<file path="config.mk">
export PLATFORM = sky130hd
export DESIGN_NAME = pipe_controller
export DESIGN_NICKNAME = d
export VERILOG_FILES = /design/src/rtl/pipe_ctrl_pkg.sv /design/src/rtl/pipe_controller_branch_cond.sv /design/src/rtl/pipe_controller.sv
export SDC_FILE = /design/constraint.sdc
export NUM_CORES = 1
export LEC_CHECK = 0
export BUFFER_PORTS_ARGS = -buffer_cell sky130_fd_sc_hd__clkbuf_2
export CAP_MARGIN = 20
export CORE_UTILIZATION = 49
export DETAILED_ROUTE_END_ITERATION = 10
export GPL_TIMING_DRIVEN = 0
export PLACE_DENSITY = 0.83
export SYNTH_ARGS = -nofsm -noshare
export SYNTH_HDL_FRONTEND = slang
export SYNTH_SLANG_ARGS = --single-unit
</file>
<file path="constraint.sdc">
create_clock -name clk -period 1.3 [get_ports clk]
set_input_delay 0.195 -clock clk [delete_from_list [all_inputs] [get_ports clk]]
set_output_delay 0.195 -clock clk [all_outputs]
set_load 0.05 [all_outputs]
</file>
<file path="src/rtl/pipe_ctrl_pkg.sv">
// pipe_ctrl_pkg: shared encodings and the per-stage control record for pipe_controller.
// When PIPE_CTRL_ILLEGAL_EN is defined, the record carries an illegal-instruction mark.
package pipe_ctrl_pkg;

    localparam logic [6:0] OP_R      = 7'b0110011;
    localparam logic [6:0] OP_I      = 7'b0010011;
    localparam logic [6:0] OP_LOAD   = 7'b0000011;
    localparam logic [6:0] OP_STORE  = 7'b0100011;
    localparam logic [6:0] OP_BRANCH = 7'b1100011;
    localparam logic [6:0] OP_JAL    = 7'b1101111;
    localparam logic [6:0] OP_JALR   = 7'b1100111;
    localparam logic [6:0] OP_LUI    = 7'b0110111;
    localparam logic [6:0] OP_AUIPC  = 7'b0010111;

    localparam int unsigned ALU_CODE_W = 4;

    localparam logic [ALU_CODE_W-1:0] ALU_SUB  = 4'h1;
    localparam logic [ALU_CODE_W-1:0] ALU_AND  = 4'h2;
    localparam logic [ALU_CODE_W-1:0] ALU_OR   = 4'h3;
    localparam logic [ALU_CODE_W-1:0] ALU_XOR  = 4'h4;
    localparam logic [ALU_CODE_W-1:0] ALU_SLT  = 4'h5;
    localparam logic [ALU_CODE_W-1:0] ALU_SLTU = 4'h6;
    localparam logic [ALU_CODE_W-1:0] ALU_SLL  = 4'h7;
    localparam logic [ALU_CODE_W-1:0] ALU_SRL  = 4'h8;
    localparam logic [ALU_CODE_W-1:0] ALU_SRA  = 4'h9;

    typedef enum logic [2:0] {
        IMM_I = 3'd0,
        IMM_S = 3'd1,
        IMM_B = 3'd2,
        IMM_J = 3'd3,
        IMM_U = 3'd4
    } imm_src_e;

    typedef enum logic [1:0] {
        RES_ALU = 2'd0,
        RES_MEM = 2'd1,
        RES_PC4 = 2'd2
    } result_src_e;

    typedef enum logic [1:0] {
        SRCA_RS1  = 2'd0,
        SRCA_PC   = 2'd1,
        SRCA_ZERO = 2'd2
    } src_a_e;

    typedef struct packed {
        logic                  reg_write;
        result_src_e           result_src;
        logic                  mem_write;
        logic                  branch;
        logic                  jump;
        logic                  jalr;
        logic [ALU_CODE_W-1:0] alu_ctrl;
        src_a_e                alu_src_a;
        logic                  alu_src_b;
        logic [2:0]            funct3;
`ifdef PIPE_CTRL_ILLEGAL_EN
        logic                  illegal;
`endif
    } ctrl_t;

    localparam ctrl_t CTRL_NOP = '0;

endpackage

</file>
<file path="src/rtl/pipe_controller_branch_cond.sv">
// pipe_controller_branch_cond: branch-taken decision from funct3 and the ALU flags of a-b.
// Carry is the carry-out of a-b, so carry = 1 means no borrow (a >= b unsigned).
module pipe_controller_branch_cond (
    input  logic [2:0] funct3,
    input  logic       zero,
    input  logic       neg,
    input  logic       ovf,
    input  logic       carry,
    output logic       take_c
);

    // Evaluate the six RV32I branch conditions; 010/011 never take.
    always_comb begin
        take_c = 1'b0;
        case (funct3)
            3'b000:  take_c = zero;
            3'b001:  take_c = ~zero;
            3'b100:  take_c = neg ^ ovf;
            3'b101:  take_c = ~(neg ^ ovf);
            3'b110:  take_c = ~carry;
            3'b111:  take_c = carry;
            default: take_c = 1'b0;
        endcase
    end

endmodule

</file>
<file path="src/rtl/pipe_controller.sv">
// pipe_controller: RV32I five-stage pipeline control unit (decode in D, stage copies E/M/W).
// Build macro PIPE_CTRL_ILLEGAL_EN adds illegal-instruction tracking (IllegalW, IllegalSeen).
module pipe_controller
    import pipe_ctrl_pkg::*;
#(
    parameter int unsigned           ALUCTRL_W = 4,
    parameter logic [ALU_CODE_W-1:0] ENC_ADD   = 4'h0
) (
    input  logic                 clk,
    input  logic                 rst_n,
    input  logic [6:0]           op,
    input  logic [2:0]           funct3,
    input  logic                 funct7b5,
    input  logic                 FlushE,
    input  logic                 StallE,
    input  logic                 ZeroE,
    input  logic                 NegE,
    input  logic                 OvfE,
    input  logic                 CarryE,
    output logic [2:0]           ImmSrcD,
    output logic [ALUCTRL_W-1:0] ALUControlE,
    output logic [1:0]           ALUSrcAE,
    output logic                 ALUSrcBE,
    output logic                 PCSrcE,
    output logic                 PCTgtSrcE,
    output logic                 ResultSrcE0,
    output logic                 MemWriteM,
    output logic [2:0]           Funct3M,
    output logic                 RegWriteM,
    output logic                 RegWriteW,
`ifdef PIPE_CTRL_ILLEGAL_EN
    output logic                 IllegalW,
    output logic                 IllegalSeen,
`endif
    output logic [1:0]           ResultSrcW
);

    // ALU operation from funct3; sub only for R-type, sra for R/I-type with bit 30.
    function automatic logic [ALU_CODE_W-1:0] alu_dec(input logic [2:0] f3, input logic f7b5,
                                                      input logic is_r);
        logic [ALU_CODE_W-1:0] code;
        code = ENC_ADD;
        case (f3)
            3'b000:  code = (is_r && f7b5) ? ALU_SUB : ENC_ADD;
            3'b001:  code = ALU_SLL;
            3'b010:  code = ALU_SLT;
            3'b011:  code = ALU_SLTU;
            3'b100:  code = ALU_XOR;
            3'b101:  code = f7b5 ? ALU_SRA : ALU_SRL;
            3'b110:  code = ALU_OR;
            default: code = ALU_AND;
        endcase
        return code;
    endfunction

    // Main decoder: opcode to control record; unknown opcodes become a NOP.
    function automatic ctrl_t main_dec(input logic [6:0] opc, input logic [2:0] f3,
                                       input logic f7b5);
        ctrl_t c;
        c          = CTRL_NOP;
        c.funct3   = f3;
        c.alu_ctrl = ENC_ADD;
        case (opc)
            OP_R: begin
                c.reg_write = 1'b1;
                c.alu_ctrl  = alu_dec(f3, f7b5, 1'b1);
            end
            OP_I: begin
                c.reg_write = 1'b1;
                c.alu_src_b = 1'b1;
                c.alu_ctrl  = alu_dec(f3, f7b5, 1'b0);
            end
            OP_LOAD: begin
                c.reg_write  = 1'b1;
                c.result_src = RES_MEM;
                c.alu_src_b  = 1'b1;
            end
            OP_STORE: begin
                c.mem_write = 1'b1;
                c.alu_src_b = 1'b1;
            end
            OP_BRANCH: begin
                c.branch   = 1'b1;
                c.alu_ctrl = ALU_SUB;
            end
            OP_JAL: begin
                c.reg_write  = 1'b1;
                c.result_src = RES_PC4;
                c.jump       = 1'b1;
            end
            OP_JALR: begin
                c.reg_write  = 1'b1;
                c.result_src = RES_PC4;
                c.jump       = 1'b1;
                c.jalr       = 1'b1;
                c.alu_src_b  = 1'b1;
            end
            OP_LUI: begin
                c.reg_write = 1'b1;
                c.alu_src_a = SRCA_ZERO;
                c.alu_src_b = 1'b1;
            end
            OP_AUIPC: begin
                c.reg_write = 1'b1;
                c.alu_src_a = SRCA_PC;
                c.alu_src_b = 1'b1;
            end
            default: begin
                c = CTRL_NOP;
`ifdef PIPE_CTRL_ILLEGAL_EN
                c.illegal = 1'b1;
`endif
            end
        endcase
`ifdef PIPE_CTRL_ILLEGAL_EN
        // Bit 30 is only meaningful on add/sub and srl/sra.
        if (opc == OP_R && f7b5 && f3 != 3'b000 && f3 != 3'b101) begin
            c         = CTRL_NOP;
            c.illegal = 1'b1;
        end
`endif
        return c;
    endfunction

    // Immediate format selected by opcode.
    function automatic imm_src_e imm_dec(input logic [6:0] opc);
        imm_src_e s;
        s = IMM_I;
        case (opc)
            OP_STORE:         s = IMM_S;
            OP_BRANCH:        s = IMM_B;
            OP_JAL:           s = IMM_J;
            OP_LUI, OP_AUIPC: s = IMM_U;
            default:          s = IMM_I;
        endcase
        return s;
    endfunction

    ctrl_t ctrl_dec;
    ctrl_t e_d, e_q, m_d, m_q, w_d, w_q;
    logic  take_c;

    // Stage register next-state: flush beats stall; a stalled E sends a bubble to M so
    // the held instruction reaches M exactly once.
    always_comb begin
        ctrl_dec = main_dec(op, funct3, funct7b5);
        e_d      = e_q;
        if (FlushE) begin
            e_d = CTRL_NOP;
        end else if (!StallE) begin
            e_d = ctrl_dec;
        end
        m_d = (StallE && !FlushE) ? CTRL_NOP : e_q;
        w_d = m_q;
    end

    // E/M/W control registers, cleared to a bubble on reset.
    always_ff @(posedge clk or negedge rst_n) begin
        if (!rst_n) begin
            e_q <= CTRL_NOP;
            m_q <= CTRL_NOP;
            w_q <= CTRL_NOP;
        end else begin
            e_q <= e_d;
            m_q <= m_d;
            w_q <= w_d;
        end
    end

    pipe_controller_branch_cond u_branch_cond (
        .funct3 (e_q.funct3),
        .zero   (ZeroE),
        .neg    (NegE),
        .ovf    (OvfE),
        .carry  (CarryE),
        .take_c (take_c)
    );

`ifdef PIPE_CTRL_ILLEGAL_EN
    logic seen_d, seen_q;

    // Sticky record that an illegal instruction reached writeback.
    always_comb begin
        seen_d = seen_q | w_q.illegal;
    end

    // Sticky flag register, cleared only by reset.
    always_ff @(posedge clk or negedge rst_n) begin
        if (!rst_n) begin
            seen_q <= 1'b0;
        end else begin
            seen_q <= seen_d;
        end
    end

    assign IllegalW    = w_q.illegal;
    assign IllegalSeen = seen_q;
`endif

    assign ImmSrcD     = 3'(imm_dec(op));
    assign ALUControlE = ALUCTRL_W'(e_q.alu_ctrl);
    assign ALUSrcAE    = e_q.alu_src_a;
    assign ALUSrcBE    = e_q.alu_src_b;
    assign PCSrcE      = (e_q.branch & take_c) | e_q.jump;
    assign PCTgtSrcE   = e_q.jalr;
    assign ResultSrcE0 = e_q.result_src[0];
    assign MemWriteM   = m_q.mem_write;
    assign Funct3M     = m_q.funct3;
    assign RegWriteM   = m_q.reg_write;
    assign RegWriteW   = w_q.reg_write;
    assign ResultSrcW  = w_q.result_src;

    // Later stages only expose a subset of the record.
    logic unused_stage_bits;
    assign unused_stage_bits = ^{e_q, m_q, w_q};

endmodule
</file>
# ---- After elaboration in Yosys (flattened, before gate mapping)
# Cells that the tools add are included.
dict set report classes {
  eq_ne 21
  mux 19
  bitwise 6
  reduce_logical 9
}
# cell count
set op_table {}
lappend op_table {{4-bit case mux with 7 select lines} 2}
lappend op_table {{17-bit two-way mux} 3}
lappend op_table {{3-bit equality test, second input constant} 7}
lappend op_table {{7-bit by 6-bit equality test with 1-bit output, second input constant} 3}
lappend op_table {{7-bit equality test, second input constant} 3}
lappend op_table {{7-bit by 5-bit equality test with 1-bit output, second input constant} 2}
lappend op_table {{3-bit case mux with 4 select lines} 1}
lappend op_table {{4-bit case mux with 3 select lines} 1}
lappend op_table {{9-bit OR reduction} 1}
lappend op_table {{1-bit two-way mux} 8}
lappend op_table {{2-bit case mux with 2 select lines} 2}
lappend op_table {{7-bit by 2-bit equality test with 1-bit output, second input constant} 1}
lappend op_table {{7-bit OR reduction} 1}
lappend op_table {{3-bit by 1-bit equality test with 1-bit output, second input constant} 2}
lappend op_table {{3-bit by 2-bit equality test with 1-bit output, second input constant} 2}
lappend op_table {{3-bit zero test} 2}
lappend op_table {{1-bit case mux with 6 select lines} 1}
lappend op_table {{6-bit OR reduction} 1}
lappend op_table {{2-bit OR reduction} 2}
lappend op_table {{3-bit two-way mux} 1}
lappend op_table {{1-bit NOT} 3}
lappend op_table {{2-bit inequality test, second input constant} 1}
lappend op_table {{1-bit bitwise AND} 1}
lappend op_table {{1-bit logical AND} 1}
lappend op_table {{other kinds (3)} 3}
dict set report totals {
  reg_bits 27
  in_bits 19
  out_inout_bits 21
  word_cells 71
}

# ---- Logic depth before layout (Yosys ltp)
# Gate-level depths: netlist (run 1).
dict set report logic_depth {
  ltp_word 5
  mapped_depth 5
  ltp_nobuf 4
}

# ---- Cells and area by module
# A second synthesis (run 1) with hierarchy kept.
dict set report hier_totals {
  hier_cells 130
  area_unflattened_um2 1335.0
}
# mod n_inst cells_each area_per_inst_um2
set modules_own_cells {}
lappend modules_own_cells {pipe_controller 1 120 1267.5}
lappend modules_own_cells {pipe_controller_branch_cond 1 10 67.6}

# ---- Least setup slack after synthesis (run 1)
# No wires, ideal clock.
dict set report synth_path {
  kind {reg2out}
  startpoint {register e_q[2] (netlist bit)}
  endpoint {output PCSrcE}
  t_arrival_ps 1749
  required_time_ps 1105
  setup_slack_ps -644
  path_stages_with_launch 5
  cell_sequence {dfrtp_1 nor2_1 a21oi_1 xnor2_1 o21ai_0}
}
dict set report synth_between {
  elab_chain_cells 4
  elab_cells_between_ends 9
}
# item line
set synth_rtl {}
lappend synth_rtl {{start: declaration} pipe_controller.sv:140} ;# ctrl_t e_d, e_q, m_d, m_q, w_d, w_q;
lappend synth_rtl {{start signal: assignment} pipe_controller.sv:160} ;# e_q <= CTRL_NOP;
lappend synth_rtl {{start signal: assignment} pipe_controller.sv:164} ;# e_q <= e_d;
lappend synth_rtl {{3-bit equality test (tied with other cells)} pipe_controller_branch_cond.sv:15} ;# case (funct3)
lappend synth_rtl {{1-bit case mux with 6 select lines (*)} pipe_controller_branch_cond.sv:15}
lappend synth_rtl {{1-bit bitwise AND (*)} pipe_controller.sv:204} ;# assign PCSrcE = (e_q.branch & take_c) | e_q.jump;
lappend synth_rtl {{1-bit bitwise OR (*)} pipe_controller.sv:204}
lappend synth_rtl {{end: declaration} pipe_controller.sv:24} ;# output logic PCSrcE,
# Every way passes the cells marked *; elsewhere a longest branch is shown, timed or not.

# ---- Worst setup path after layout (run 1)
# Ends and elaborated chain as after synthesis.

==> impl_results.md, run 1 <==
- Post-synthesis sequential element count: 26
- Clock Latency Late Sink: 0.30 ns
- Placed cell area: 1471 sq um
- Die width: 52 um
- Total DRC errors in the routed layout: 0
- Type of the most critical hold path: in2reg
- Clock skew: 0.004926 ns
- Post-route setup slack: -0.2249 ns
- Core ar.: 2276 sq um
- Number of antenna violations at the first check in global routing: 0
- Post-Place Setup Slack: -0.1891 ns
- Worst slew pin tran: 0.5959 ns
- Number of cells on the worst reg-to-reg path: 2
- Distinct cells, synth: 32
- Maximum number of pins on one net before global-route repair: 27
- Grt total ovfl: 0
- Clock tree buffer depth: 2
- Category of the worst setup path capture point: primary output
- Data arrival, critical path: 1.33 ns
- Post-synthesis area per instance: 10.29 sq um
- CTS sink count: 26
- Kind of launch point of the worst setup path: flip-flop
- Final min period: 1.525 ns
- Tot GR Track Use: 20.00%
- Status: complete, but fails checks
- Net Sw Power: 337.4 uW
- Drt first-iter violations: 31
- Reg2reg setup slack: 0.41 ns
- Net Sw Frac: 25.23%
- Pre-Repair DR Iteration Count: 4
- Area enclosed by the die boundary: 2704 sq um
- Final Instance Area: 1627 sq um
- Clock-pin slew of the registers on the worst-case setup and hold paths: 0.13 ns
- Hold Path Depth: 2
- Violations in the final reports: setup timing
- Chip Height: 52 um
- Worst IR Drop VDD: 581.4 uV
- Final setup violation count: 1
- Worst slew slack as a fraction of its limit: 60.27%
- Area of the mapped netlist: 1225 sq um
- Final core utilization: 71.47%
- Final net count: 189
- Yosys Warn Count: 0
- Site Rows: 17
- Global-route met1 utilization: 26.62%
- Global routing usage on met3: 2.047%
- Global-route wire length before repair: 4002 um
- Sum of routed wire length over all layers: 2461 um
- Most common cell after layout, fill and taps aside: sky130_fd_sc_hd__clkbuf_2
- Most used routing layer in global routing: met2
- Maximum clock rate: 655.8 MHz
- Via count of the first global-routing pass: 931
- Boundary pin count: 40
- WHS: 0.1593 ns
- Slew Limit Fails: 0
- Max Fanout on Critical Path: 4
- Filler cell count in the final layout: 160
- Detail Placement HPWL: 1784 um
- GRT met2 Usage: 32.69%
- Via count: 1041
- Clock tree from TritonCTS: yes
- Initial core utilization: 53.82%
- Routed wire length per instance: 12.56 um
- Number of antenna-violating nets in the routed design: 0
- Cell at the root of the clock tree: sky130_fd_sc_hd__clkbuf_4
- Post-Synthesis Net Count: 138
- Most used cells in the layout excluding fill and tap cells: sky130_fd_sc_hd__clkbuf_2, sky130_fd_sc_hd__dfrtp_1, sky130_fd_sc_hd__buf_4
- Fraction of the cycle the final worst path needs: 117.3%
- Max-cap violation count: 0
- Number of levels the H-tree was split into: 1
- Sequential share of the synthesized area: 53.12%
- Buffers added on ports: 39
- Post-Syn Instances: 119
- Clock network fraction of total power: 23.7%
- Antenna diode count: 0
- Power density over cell area: 822.3 nW/um^2
- Syn-to-layout area delta: 32.79%
- Data required, critical path: 1.11 ns
- Sequential power share: 61.4%
- Number of vias per cell after detailed routing: 5.311
- Logic pwr share: 14.8%
- Routability congestion estimate: 0.8925
- Unrepaired setup endpoints after global routing: true
- Total power of the final layout: 1338 uW
- Leak: 0.0008217 uW
- Clock buffer count from CTS: 3
- Number of hold violations in the final report: 0
- Cell internal power dissipation: 1000 uW
- Ratio of cells with drive above 1 in the final layout: 39.29%
- Critical path class: reg2out
[cells by family (layout without fill, tap and decap cells)]
group	count (synthesis)	count (layout)	share of synthesized area (%)
AOI/OAI and AO/OA	27	27	14.10
xor gates and xnor gates	4	4	2.861
buffers and inverters	12	61	7.048
DFF	26	26	53.12
muxes	2	2	1.634
and+or+nand+nor	48	48	21.25
[final cells by class]
cell class	count	area, sq um	area share (%)
flip-flops and latches	26	650.6	40.00
multi-input cells	81	544.3	33.46
repair buffers	46	287.8	17.69
plain buffers	12	86.33	5.308
well taps	28	35.03	2.154
clock buffers	3	22.52	1.385
[worst max-delay path, cell delays in order (launching register included)]
cell and delay (ns):
sky130_fd_sc_hd__dfrtp_1 0.43, sky130_fd_sc_hd__nor2_1 0.09, sky130_fd_sc_hd__a21oi_1 0.05, sky130_fd_sc_hd__xnor2_1 0.13, sky130_fd_sc_hd__o21ai_2 0.15, sky130_fd_sc_hd__buf_8 0.16
[synthesized netlist by cell type]
master                      count  share of area (%)
sky130_fd_sc_hd__a21oi_1        9                3.7
sky130_fd_sc_hd__or3_1          1               0.51
sky130_fd_sc_hd__o21a_1         1               0.61
sky130_fd_sc_hd__a22o_1         3                2.1
sky130_fd_sc_hd__xor2_1         1               0.72
sky130_fd_sc_hd__buf_6          1               0.92
sky130_fd_sc_hd__a22oi_1        2                1.2
sky130_fd_sc_hd__nand4bb_1      1               0.92
sky130_fd_sc_hd__mux2i_1        2                1.6
sky130_fd_sc_hd__clkbuf_1       2               0.61
sky130_fd_sc_hd__o21ai_0        5                2.0
sky130_fd_sc_hd__nor4_1         1               0.51
sky130_fd_sc_hd__a2111oi_0      1               0.72
sky130_fd_sc_hd__and2_1         7                3.6
sky130_fd_sc_hd__xnor2_1        3                2.1
sky130_fd_sc_hd__or2b_1         1               0.61
sky130_fd_sc_hd__nand2_1       10                3.1
sky130_fd_sc_hd__nor2_1        12                3.7
sky130_fd_sc_hd__dfrtp_1       26                 53
sky130_fd_sc_hd__nand3b_4       1                1.6
sky130_fd_sc_hd__nor2b_1        3                1.5
sky130_fd_sc_hd__nand2b_1       2                1.0
sky130_fd_sc_hd__nor3_1         5                2.0
sky130_fd_sc_hd__a41oi_1        1               0.72
sky130_fd_sc_hd__buf_4          9                5.5
sky130_fd_sc_hd__a211oi_1       1               0.61
sky130_fd_sc_hd__a21boi_0       1               0.61
sky130_fd_sc_hd__o22ai_1        1               0.51
sky130_fd_sc_hd__o31ai_1        2                1.2
sky130_fd_sc_hd__nand3_1        2               0.82
sky130_fd_sc_hd__or3b_1         1               0.72
sky130_fd_sc_hd__nand3b_1       1               0.61
[final timing paths]
check | startpoint | endpoint
setup / recovery | e_q[2]$_DFFE_PN0N_ | PCSrcE
hold / removal | funct3[1] | ALUControlE[3]$_DFFE_PN0N_
setup reg to reg | e_q[0]$_DFFE_PN0N_ | e_q[0]$_DFFE_PN0N_
hold reg to reg | m_q[15]$_DFF_PN0_ | ResultSrcW[1]$_DFF_PN0_
max in group asynchronous | rst_n | m_q[15]$_DFF_PN0_
min in group asynchronous | rst_n | e_q[11]$_DFFE_PN0N_
[per-layer routing]
metal | up-vias | part of all wire (%)
met5 | - | 0
li1 | 509 | -
met1 | 491 | 45
met4 | 0 | 0.81
met3 | 2 | 4.8
met2 | 39 | 49
[metrics by stage]
| step | instances | TNS (ns) |
|---|---|---|
| detailed placement | 186 | -1.051 |
| global route | 196 | -0.3735 |
| floorplan | 119 | -0.3054 |
| CTS | 193 | -0.2467 |
| finish | 196 | -0.2249 |
| global placement | 186 | -0.6738 |
[repair_timing]
item | in CTS | in global routing
setup endpoints to repair | 4 | 6
setup buffers | 3 | 3
gates resized for setup | 10 | 12
pin swaps | 2 | 2
endpoints found under the hold margin | 26 | 0
hold buffers | 1 | 0
gates cloned | 0 | 0
[state kept, by name (all words and copies together), names as in the netlist]
signal,count
ALUControlE,4
ALUSrcAE,2
ALUSrcBE,1
Funct3M,3
MemWriteM,1
PCTgtSrcE,1
RegWriteM,1
RegWriteW,1
ResultSrcE0,1
ResultSrcW,2
e_q,7
m_q,2
[power by group through the flow]
stage          logic [uW]  clock network [uW]  registers, uW
2_1_floorplan        78.3                   0            855
3_3_place_gp          171                   0            837
3_5_place_dp          176                   0            838
4_1_cts               188                 324            822
5_1_grt               217                 354            824
6_report              198                 317            822
(Power assumes the default switching activity.)
==> run 2, diff against run 1 <==
Settings changed: CORE_UTILIZATION 49 to 50, SYNTH_HIERARCHICAL set to 1.
==> run 2 against run 1 <==
Effect of this change:
- the run still ends with setup timing left
- cell area is 4.9% higher
- sequential share of layout area shrank 1.8 points
- setup slack got worse by 0.52 ns
- clock power is 27% higher
- register-to-register slack lost 0.13 ns
- maximum frequency decreased by 26%
- sequential power fell by 0.7%
==> impl_results.md, run 2 <==
- Post-Synthesis Net Count: 149
- Area of the mapped netlist: 1335 sq um
- Kind of launch point of the worst setup path: flip-flop
- Clock network fraction of total power: 28.3%
- Yosys Warn Count: 6
- Category of the worst setup path capture point: primary output
- Highest metal layer used by the detailed router: met4
- Met3 wirelength from detailed routing: 109 um
- Hold Path Depth: 2
- Via count: 1088
- Clock skew: 0.002556 ns
- Cell with the most instances after synthesis: sky130_fd_sc_hd__dfrtp_1
- Worst IR Drop VDD: 677.6 uV
- Synth async-reset ratio: 100.0%
- Area enclosed by the die boundary: 2880 sq um
- Post-Syn Instances: 130
- Most used cells in the layout excluding fill and tap cells: sky130_fd_sc_hd__dfrtp_1, sky130_fd_sc_hd__clkbuf_2, sky130_fd_sc_hd__nand2_1, sky130_fd_sc_hd__buf_4, sky130_fd_sc_hd__nor2_1
- Detailed route wirelength on metal2: 1460 um
- Buffers added on ports: 35
- Pre-Repair DR Iteration Count: 4
- Violations in the final reports: setup timing
- Metal1 wirelength: 1211 um
- Slew Limit Fails: 0
- CTS sink count: 26
- Top cells by area in the synthesized netlist: sky130_fd_sc_hd__dfrtp_1, sky130_fd_sc_hd__buf_4, sky130_fd_sc_hd__nand2_1
- Clock-pin slew of the registers on the worst-case setup and hold paths: 0.13 ns
- Total DRC errors in the routed layout: 0
- Boundary pin count: 40
- Post-synthesis sequential element count: 26
- Detail Placement HPWL: 2097 um
- Post-route setup slack: -0.7472 ns
- Maximum clock rate: 488.5 MHz
- Ratio of cells with drive above 1 in the final layout: 44.32%
- Critical path class: reg2out
- Setup TNS: -0.7472 ns
- Sequential share of the synthesized area: 48.73%
- Sum of routed wire length over all layers: 2803 um
- Proportion of synthesized area in mux cells: 0.7498%
- Max reg flops: 7
- Global-route wire length before repair: 4422 um
- Data arrival, critical path: 1.85 ns
- Cell type with the highest aggregate area in the netlist: sky130_fd_sc_hd__dfrtp_1
- Core ar.: 2500 sq um
- Worst slew slack as a fraction of its limit: 58.46%
- Max Fanout on Critical Path: 6
- Number of flops mapped to enable cells by yosys: 0
- Final net count: 196
- Leak: 0.0008856 uW
- Number of hold violations in the final report: 0
- Final setup violation count: 1
- Post-Place Setup Slack: -0.5451 ns
- Clock Latency Late Sink: 0.31 ns
- Clock buffer count from CTS: 3
- Chip Height: 53.67 um
- Max-cap violation count: 0
- Number of antenna violations at the first check in global routing: 0
- Adder and majority cell fraction of the synthesized area: 0%
- Routability congestion estimate: 0.7964
- Tot GR Track Use: 21.72%
- Number of levels the H-tree was split into: 1
- Logic pwr share: 14.3%
- Cell types with the highest counts after synthesis: sky130_fd_sc_hd__dfrtp_1, sky130_fd_sc_hd__nand2_1, sky130_fd_sc_hd__buf_4
- Cell internal power dissipation: 1057 uW
- Clock tree buffer depth: 2
- Worst slew pin tran: 0.6232 ns
- Status: complete, but fails checks
- Top register by number of flip-flops: e_q
- Antenna diode count: 0
- Net Sw Frac: 25.57%
- Power density over cell area: 832.5 nW/um^2
- Data required, critical path: 1.11 ns
- Unrepaired setup endpoints after global routing: true
- Die width: 53.67 um
- Number of vias per cell after detailed routing: 5.282
- Final min period: 2.047 ns
- Xor and xnor area share after synthesis: 1.968%
- Post-synthesis area per instance: 10.27 sq um
- Largest family of logic cells by synthesized area: simple AND/OR/NAND/NOR gates
- Proportion of netlist area held by the largest area contributor: 48.73%
- Site Rows: 18
- Routed wire length per instance: 13.61 um
- Grt total ovfl: 0
- Via count of the first global-routing pass: 999
- Post-synthesis simple-gate area fraction: 24.18%
- Net Sw Power: 363.3 uW
- Maximum number of pins on one net before global-route repair: 27
- Initial core utilization: 53.40%
- Type of the most critical hold path: in2reg
- Sequential power share: 57.4%
- Cell at the root of the clock tree: sky130_fd_sc_hd__clkbuf_4
- Number of antenna-violating nets in the routed design: 0
- Dominant register cell in the synthesized netlist: sky130_fd_sc_hd__dfrtp_1
- Syn-to-layout area delta: 27.84%
- Fraction of the cycle the final worst path needs: 157.5%
- WHS: 0.09667 ns
- Fraction of the mapped netlist area in compound gates: 15.37%
- Clock tree from TritonCTS: yes
- Drt first-iter violations: 18
- Number of cells on the worst reg-to-reg path: 3
- Distinct cells, synth: 41
[run 2: layout make-up]
type | instances | area [sq um]
Inverter | 3 | 11.26
Clock buffer | 4 | 36.28
Multi-Input combinational cell | 86 | 593.1
Timing Repair Buffer | 42 | 261.5
Fill cell | 209 | 793.3
Buffer | 15 | 115.1
Sequential cell | 26 | 651.9
Tap cell | 30 | 37.54
[run 2: path summary, 6_finish.rpt]
path	from	to	slack (ns)
max	e_q[0]$_DFFE_PN0N_	PCSrcE	-0.75
min	op[6]	ResultSrcE0$_DFFE_PN0N_	0.1
max reg2reg	e_q[0]$_DFFE_PN0N_	e_q[0]$_DFFE_PN0N_	0.28
min reg2reg	m_q[14]$_DFF_PN0_	ResultSrcW[0]$_DFF_PN0_	0.37
max in group asynchronous	rst_n	e_q[0]$_DFFE_PN0N_	0.45
min in group asynchronous	rst_n	e_q[13]$_DFFE_PN0N_	0.41
[run 2: metal layers]
metal  GRT usage [%]  up-vias
li1                -      540
met1           25.36      505
met2           39.51       41
met3           2.825        2
met4           8.772        0
met5               0        -
[run 2: critical path, stage by stage, from the launching register on]
cell and delay [ns]:
sky130_fd_sc_hd__dfrtp_2 0.46, sky130_fd_sc_hd__and4b_1 0.21, sky130_fd_sc_hd__or4_4 0.49, sky130_fd_sc_hd__a21o_4 0.22, sky130_fd_sc_hd__clkbuf_16 0.16
[run 2: power by group through the flow]
stage	Clock, uW	Sequential, uW	Combinational (uW)
2_1_floorplan	0	836	108
3_3_place_gp	0	831	185
3_5_place_dp	0	832	192
4_1_cts	409	816	201
5_1_grt	442	817	221
6_report	402	816	203
[run 2: cells by family after synthesis]
kind of cell,count (synthesis)
xor+xnor,3
compound gates,27
mux,1
buf+inv,18
simple gates,55
flops,26
[run 2: repair_timing]
action                                 4_1_cts  5_1_grt
hold buffers                                 1        0
setup endpoints to repair                    3       10
resized for setup                            9        8
buffers inserted                             4        2
pin swaps                                    4        2
endpoints found under the hold margin       26        0
[run 2: stage by stage]
stage                     power [uW]  cells  utilization (%)  area [sq um]
after floorplan                944.8    130                -          1363
after global placement          1016    195            63.01          1575
after detailed placement        1024    195            63.01          1575
after CTS                       1426    204            67.57          1689
after global routing            1480    206            68.27          1707
final                           1421    206            68.27          1707
